$ cat src/rtl/serial_paralelo_rx_if.sv
// rtl/serial_paralelo_rx_if.sv - serial line in and recovered byte stream out
interface serial_paralelo_rx_if;
  logic       data_in;
  logic [7:0] data_out;
  logic       valid_out;
  logic       byte_strobe;
  logic       active;

  modport master (
    output data_in,
    input  data_out, valid_out, byte_strobe, active
  );

  modport slave (
    input  data_in,
    output data_out, valid_out, byte_strobe, active
  );
endinterface

$ cat src/rtl/serial_paralelo_rx.sv
// rtl/serial_paralelo_rx.sv - 1:8 deserializer with comma alignment and lock
module serial_paralelo_rx #(
  parameter int         BC_NEEDED = 4,
  parameter logic [7:0] COMMA     = 8'hBC
) (
  input  logic                  clk_8f,
  input  logic                  reset,
  serial_paralelo_rx_if.slave   bus
);

  typedef enum logic [1:0] {SEARCH, SYNC, ACTIVE} state_t;

  localparam logic [3:0] BC_N = 4'(BC_NEEDED);

  state_t     r_state, w_state_nxt;
  logic [7:0] r_shreg;
  logic [2:0] r_bit_cnt, w_bit_cnt_nxt;
  logic [3:0] r_bc_cnt, w_bc_cnt_nxt;
  logic [7:0] r_data, w_data_nxt;
  logic       r_valid, w_valid_nxt;
  logic       r_strobe, w_strobe_nxt;

  logic [7:0] w_cand;
  logic       w_is_comma;
  logic       w_boundary;
  logic [3:0] w_bc_inc;

  assign w_cand     = {r_shreg[6:0], bus.data_in};
  assign w_is_comma = (w_cand == COMMA);
  assign w_boundary = (r_bit_cnt == 3'd7);
  assign w_bc_inc   = r_bc_cnt + 4'd1;

  always_comb begin
    w_state_nxt   = r_state;
    w_bit_cnt_nxt = r_bit_cnt + 3'd1;
    w_bc_cnt_nxt  = r_bc_cnt;
    w_data_nxt    = r_data;
    w_valid_nxt   = r_valid;
    w_strobe_nxt  = 1'b0;
    case (r_state)
      SEARCH: begin
        // Bit-sliding search: every edge is a potential byte boundary.
        w_bit_cnt_nxt = 3'd0;
        if (w_is_comma) begin
          w_bc_cnt_nxt = 4'd1;
          w_state_nxt  = (BC_N == 4'd1) ? ACTIVE : SYNC;
        end
      end
      SYNC: begin
        if (w_boundary) begin
          if (w_is_comma) begin
            if (w_bc_inc >= BC_N) begin
              w_bc_cnt_nxt = BC_N;
              w_state_nxt  = ACTIVE;
            end else begin
              w_bc_cnt_nxt = w_bc_inc;
            end
          end else begin
            w_bc_cnt_nxt = 4'd0;
            w_state_nxt  = SEARCH;
          end
        end
      end
      ACTIVE: begin
        if (w_boundary) begin
          w_strobe_nxt = 1'b1;
          if (w_is_comma) begin
            w_valid_nxt = 1'b0;
          end else begin
            w_data_nxt  = w_cand;
            w_valid_nxt = 1'b1;
          end
        end
      end
      default: w_state_nxt = SEARCH;
    endcase
  end

  always_ff @(posedge clk_8f) begin
    if (reset) begin
      r_state   <= SEARCH;
      r_shreg   <= 8'h00;
      r_bit_cnt <= 3'd0;
      r_bc_cnt  <= 4'd0;
      r_data    <= 8'h00;
      r_valid   <= 1'b0;
      r_strobe  <= 1'b0;
    end else begin
      r_state   <= w_state_nxt;
      r_shreg   <= w_cand;
      r_bit_cnt <= w_bit_cnt_nxt;
      r_bc_cnt  <= w_bc_cnt_nxt;
      r_data    <= w_data_nxt;
      r_valid   <= w_valid_nxt;
      r_strobe  <= w_strobe_nxt;
    end
  end

  assign bus.data_out    = r_data;
  assign bus.valid_out   = r_valid;
  assign bus.byte_strobe = r_strobe;
  assign bus.active      = (r_state == ACTIVE);

endmodule

$ cat src/flat_wrapper.sv
// flat-port wrapper written by rule: the top's interface ports become plain ports
module serial_paralelo_rx_flat 
#(
  parameter int         BC_NEEDED = 4,
  parameter logic [7:0] COMMA     = 8'hBC
)
  (clk_8f, reset, bus_data_in, bus_data_out, bus_valid_out, bus_byte_strobe, bus_active);
  serial_paralelo_rx_if bus_i ();
  input  logic clk_8f;
  input  logic reset;
  input wire logic [$bits(bus_i.data_in)-1:0] bus_data_in;
  output wire logic [$bits(bus_i.data_out)-1:0] bus_data_out;
  output wire logic [$bits(bus_i.valid_out)-1:0] bus_valid_out;
  output wire logic [$bits(bus_i.byte_strobe)-1:0] bus_byte_strobe;
  output wire logic [$bits(bus_i.active)-1:0] bus_active;
  assign bus_i.data_in = bus_data_in;
  assign bus_data_out = bus_i.data_out;
  assign bus_valid_out = bus_i.valid_out;
  assign bus_byte_strobe = bus_i.byte_strobe;
  assign bus_active = bus_i.active;
  serial_paralelo_rx #(.BC_NEEDED(BC_NEEDED), .COMMA(COMMA)) u_core (.clk_8f(clk_8f), .reset(reset), .bus(bus_i));
endmodule
$ cat config.mk
export PLATFORM = sky130hd
export DESIGN_NAME = serial_paralelo_rx_flat
export DESIGN_NICKNAME = d
export VERILOG_FILES = /design/src/rtl/serial_paralelo_rx_if.sv /design/src/rtl/serial_paralelo_rx.sv /design/src/flat_wrapper.sv
export SDC_FILE = /design/constraint.sdc
export NUM_CORES = 1
export LEC_CHECK = 0
export BUFFER_PORTS_ARGS = -buffer_cell sky130_fd_sc_hd__buf_2
export CAP_MARGIN = 20
export CORE_UTILIZATION = 48
export DETAILED_ROUTE_END_ITERATION = 16
export PLACE_DENSITY = 0.73
export RECOVER_POWER = 25
export SLEW_MARGIN = 10
export SYNTH_ARGS = -nofsm -noshare
export SYNTH_HDL_FRONTEND = slang
export SYNTH_SLANG_ARGS = --single-unit
$ cat constraint.sdc
create_clock -name clk_8f -period 1.5 [get_ports clk_8f]
set_clock_uncertainty 0.05 [all_clocks]
set_input_delay 0.075 -clock clk_8f [delete_from_list [all_inputs] [get_ports clk_8f]]
set_output_delay 0.075 -clock clk_8f [all_outputs]
set_load 0.05 [all_outputs]
After elaboration in Yosys (flattened, before gate mapping)
Cells that the tools add are included.

Output and inout bits: 11. Flip-flop bits (word level): 26. Memories kept: 0. Bits of input ports: 3. Memory bits (read-only): 0. Word-level logic and storage cells: 39. Bits in latches: 0. RAM bits: 0.

Multiply operators: 0. Reduce and logical (&&, ||, !) cells: 8. Equality and inequality tests: 7. $lt $le $gt $ge: 1. Divide/modulo/power cells: 0. Bitwise logic cells: 2. Shift operators: 0. Add/sub/neg operators: 2. Mux-type cells: 12.

Operator list (count): 4-bit 2-to-1 mux (4); 8-bit == test (second input constant) (1); 2-bit 2-to-1 mux (4); 4-bit one-hot mux with 2 select lines (1); 2-bit one-hot mux with 3 select lines (1); 3-bit AND reduction (2); 4-bit by 1-bit adder with 4-bit output (second input constant) (1); 4-bit by 3-bit >= comparator with 1-bit output (second input constant) (1); 2-bit by 1-bit != test with 1-bit output (second input constant) (2); 4-bit AND reduction (1); 2-bit OR reduction (2); 3-bit by 1-bit adder with 3-bit output (second input constant) (1); 3-bit == test (second input constant) (1); 3-bit != test (second input constant) (1); 2-bit by 1-bit == test with 1-bit output (second input constant) (1); 2-bit == test (second input constant) (1); 2-bit logical NOT (1); 1-bit 2-to-1 mux (2); 1-bit inverter (2); 2-bit AND reduction (1); 2-bit nonzero test (1).

Longest topological paths before layout
Depth in word-level cells: 6. Mapped depth: 7. Depth with buffers taken out: 6.

Worst setup path after synthesis
OpenSTA, ideal clock, no wires.

Path kind: register to register. Start: register u_core.r_state[1]. End: register u_core.r_state[1]. Cell stages (with the launch flop): 4. Setup slack: 0.046 ns. Library setup time: 0.101 ns. Data required time: 1.349 ns. Arrival time: 1.303 ns. Clock period less this slack: 1.454 ns. Buffers on the path: 0. Path through: dfxtp_1 > nor2b_1 > nand2b_1 > o41ai_1.

Word-level cells in the longest chain between the ends: 3. Elaborated cells between the ends (all ways): 9. Classes of those cells: 5 x eq/ne; 1 x mux; 1 x bitwise; 2 x reduce/logical.

Ends and longest elaborated chain: from (decl) (RTL line serial_paralelo_rx.sv:15) `state_t r_state, w_state_nxt;`; from (signal assigned) (RTL line serial_paralelo_rx.sv:89) `r_state <= w_state_nxt;`; 2-bit == test *; via bus_active (RTL line flat_wrapper.sv:15) `output wire logic [$bits(bus_i.active)-1:0] bus_active;`; 1-bit inverter (no line); 4-bit AND reduction (no line).

Mark *: on every way through the listed nets, which the timed path passes. The rest lies on a longest branch. A chain may end at the register's enable or synchronous reset.

Final worst setup path
Start: register u_core.r_bit_cnt[0]. End: register u_core.r_data[2], in the netlist u_core.bus.data_out[2].

Word-level cells in the longest chain between the ends: 2.

Ends and longest elaborated chain: from (decl) (RTL line serial_paralelo_rx.sv:17) `logic [2:0] r_bit_cnt, w_bit_cnt_nxt;`; from (signal assigned) (RTL line serial_paralelo_rx.sv:91) `r_bit_cnt <= w_bit_cnt_nxt;`; 3-bit == test (RTL line serial_paralelo_rx.sv:30) `assign w_boundary = (r_bit_cnt == 3'd7);`; via u_core.w_boundary (RTL line serial_paralelo_rx.sv:25) `logic w_boundary;`; 3-bit AND reduction (no line); to (signal assigned) (RTL line serial_paralelo_rx.sv:93) `r_data <= w_data_nxt;`; to (decl) (RTL line serial_paralelo_rx.sv:19) `logic [7:0] r_data, w_data_nxt;`.

The timed path passes the listed nets, and every way through them passes these cells.

==> summary.md <==
In this run the remaining antenna-violating nets after routing total 0. Kind of capture point of the worst setup path: a register. The buffer type at the clock tree root is clkbuf_4.

Critical path's slowest cell: dfxtp_2. For the pin with the worst max-slew slack, the measured transition is 0.247 ns. The tools report the first-pass iteration count of the detailed router as 4. The run gives 0.516 nW as the standby leakage power. The clock net in this run drives a total of 26 sinks. For the final standard cell area without fillers, the log shows 0.00124 mm².

The net total in the final layout was 125; the vertical die dimension was 47.5 µm. During placement, the flow inserted port buffers numbering 13. The worst setup path is launched from a register.

The total length of routed wires was 1760 µm. The mean instance size in the synthesized netlist was 10.3 µm²; the data required time at the worst endpoint was 1.68 ns. Setup repair after global routing could not meet its margin everywhere. Post-route clock period utilization: 1.00.

The tools report the sequential element share of the synthesized area as 0.523. The most common cell after layout, fill and taps aside is dfxtp_1. The largest fanout on the critical path works out to 4. The final max-slew violation count was 0.

The tightest min-delay check is of the in2reg type. The area of placed instances is 0.00112 mm². The floorplan step defined a die boundary enclosing 0.00226 mm². The Yosys step of the flow raised 0 warnings. Entering global routing, the biggest net connects 16 pins. The initial cell density of the core is 0.507, and the count of distinct cell types in the synthesized netlist is 32. The clock slew seen by the registers of the worst setup and hold paths was 0.14 ns. Compared with the post-synthesis result, the final layout area differs by 24.7%. The tools report the via count of the first global-routing pass as 620.

The delay of the slowest cell on the worst path was 0.38 ns. The worst relative slew slack came out at 0.833. Share of layout cells above drive strength 1: 0.322. Walking the worst path, the cells encountered are ha_4 -> ha_4 -> nand3b_1 -> a21oi_2 -> buf_6 -> mux2i_1 -> nor2_1. The final reports fail on setup timing.

The worst path needs 1.50 ns of the cycle, external delays included. The count of filler cells inserted in the layout came out at 174. Synthesis produced a netlist whose cell count is 97. In this design, the critical path's most frequently occurring cell is ha_4. The core region area is 0.00196 mm². The synthesized design contains 26 register bits.

Worst setup margin: -0.00100 ns. The worst-case IR drop observed on VDD is 1020 µV. The summed instance area of the synthesized netlist was 995 µm²; the routed length per instance was 12.1 µm. Detailed placement ended at an HPWL of 1240 µm. The floorplan has 16 rows. The floorplan step set the die width to 47.5 µm.

The run gives 103 as the post-synth net total. The top cell types in the final layout, fill and taps aside, are dfxtp_1 (23), nor2_1 (15), buf_2 (13). TritonCTS built the clock tree.

The number of max-cap violations was 0. The logs give 0 for the number of hold-slack violations in the final timing report and 1.68 ns for the arrival time of data at the critical path endpoint. After detailed routing, the number of vias per cell comes to 5.14. The logs give 0 for the detailed-route DRC error count and 0 for the number of antenna violations at the first check in global routing. The combined global-route utilization of all metal layers was 0.172. The aggregate global routing overflow came out at 0. The tools report the CTS buffer count as 3. The setup path with the least slack is of type reg2reg. Routability-driven placement finished with a final weighted congestion of 0.848. For the register cell area after layout, the log shows 524 µm².

Number of endpoints failing setup at the final stage: 1. The total inserted antenna cells is 0, and the multi-input logic area is 490 µm². The power density over the cells works out to 966 mW/mm². In this run, the number of DRC markers left after iteration 0 of detailed routing was 14. Timing would allow up to 0.666 GHz. The flow ran to the end, but the final reports show violations.

The fraction of the core area covered by cells at the end of the flow came out at 0.632. After clock tree synthesis, the setup repair step added 0 buffers. 14 I/O pins were placed.

The tools report the maximum buffer depth of the clock tree as 2. For the worst-skew pair, the clock arrives at the later sink with an insertion delay of 0.31 ns. The tools report the overall via count from detail_route as 746.

The global-route wire length before repair was 2680 µm; the level count of the clock H-tree was 1.
==> per-layer routing <==
metal,vias to the layer above,GRT usage,share of wire,wire (µm)
met5,-,0,0,0
met4,0,0.0686,0.0080,14
met3,2,0.0226,0.028,50
met2,13,0.271,0.48,849
met1,352,0.237,0.48,840
li1,379,-,-,-
==> repair_timing <==
action                                  CTS  global route
endpoints found under the setup margin   10            12
hold buffers                              1             0
hold endpoints to repair                  2             0
pin swaps                                 0             5
gates resized for setup                   1            13
==> synth_stat cells <==
cell	number	share of area
nor2_1	15	0.057
a21oi_1	3	0.015
nor2b_2	1	0.0088
a21oi_2	1	0.0088
ha_1	3	0.038
nor2b_1	7	0.044
clkbuf_1	3	0.011
nand3b_1	1	0.0075
nor3b_1	2	0.015
nor3_1	1	0.0050
mux2i_1	8	0.081
and2_1	1	0.0063
o21bai_1	1	0.0075
nand3_1	1	0.0050
buf_6	1	0.011
nand2_1	3	0.011
and4b_2	1	0.011
o211a_1	1	0.010
dfxtp_1	26	0.52
and3b_1	1	0.0088
nand2b_1	2	0.013
o21a_1	1	0.0075
a41o_1	1	0.010
or2_1	1	0.0063
o41ai_1	2	0.018
nand4_1	2	0.013
and3_1	2	0.013
o21ai_1	1	0.0050
nand2_2	1	0.0063
and4bb_1	1	0.013
a211oi_1	1	0.0075
inv_1	1	0.0038
==> layout make-up <==
class / instances / share of cell area
Inverter: 1 / 0.00303
Clock inverter: 1 / 0.0242
Tap cell: 27 / 0.0272
Timing Repair Buffer: 21 / 0.109
Multi-Input combinational cell: 66 / 0.396
Sequential cell: 26 / 0.423
Clock buffer: 3 / 0.0182
==> critical path: cells and delay by family, from the launching register on <==
| kind | cells | cell delay, ns |
|---|---|---|
| buffers and inverters | 1 | 0.16 |
| AND/OR/NAND/NOR | 2 | 0.17 |
| flip-flops | 1 | 0.38 |
| adder cells (fa/ha/maj) | 2 | 0.26 |
| multiplexers | 1 | 0.18 |
| AO/OA/AOI/OAI | 1 | 0.22 |
==> power breakdown <==
group | switching, W | internal, W
sequential | 0.00000259 | 0.000695
clock | 0.000206 | 0.000270
combinational | 0.0000144 | 0.00000990
==> state kept, by name, summed over array words and instances (netlist names) <==
name / cells
u_core.bus.valid_out: 1
u_core.r_state: 2
u_core.r_bc_cnt: 4
u_core.bus.byte_strobe: 1
u_core.r_shreg: 7
u_core.bus.data_out: 8
u_core.r_bit_cnt: 3
==> worst paths after layout <==
path | from | slack (ns) | to | cells after the start
hold reg to reg | u_core.r_bit_cnt[0] | 0.40 | u_core.r_bit_cnt[0] | 1
setup / recovery | u_core.r_bit_cnt[0] | -0.001 | u_core.bus.data_out[2] | 7
hold / removal | reset | 0.03 | u_core.bus.byte_strobe | 2
setup reg to reg | u_core.r_bit_cnt[0] | -0.001 | u_core.bus.data_out[2] | 7
==> metrics by stage <==
step / worst slack [ns] / setup TNS [ns] / hold slack (ns) / total power [W] / instances
floorplan: 0.0458 / 0 / 0.154 / 0.000727 / 97
global placement: 0.0104 / 0 / 0.275 / 0.000734 / 140
detailed placement: -0.0132 / -0.0310 / 0.287 / 0.000735 / 140
CTS: -0.0263 / -0.132 / 0.0113 / 0.00121 / 145
global route: -0.155 / -1.02 / 0.0323 / 0.00123 / 145
finish: -0.00100 / -0.00100 / 0.0267 / 0.00120 / 145
==> cell families after synthesis <==
group | Yosys count | share of synthesized area
AND/OR/NAND/NOR | 43 | 0.243
flip-flops | 26 | 0.523
AO/OA/AOI/OAI | 12 | 0.0893
multiplexers | 8 | 0.0805
buffers and inverters | 5 | 0.0264
adder cells (fa/ha/maj) | 3 | 0.0377
(Power assumes the default switching activity.)
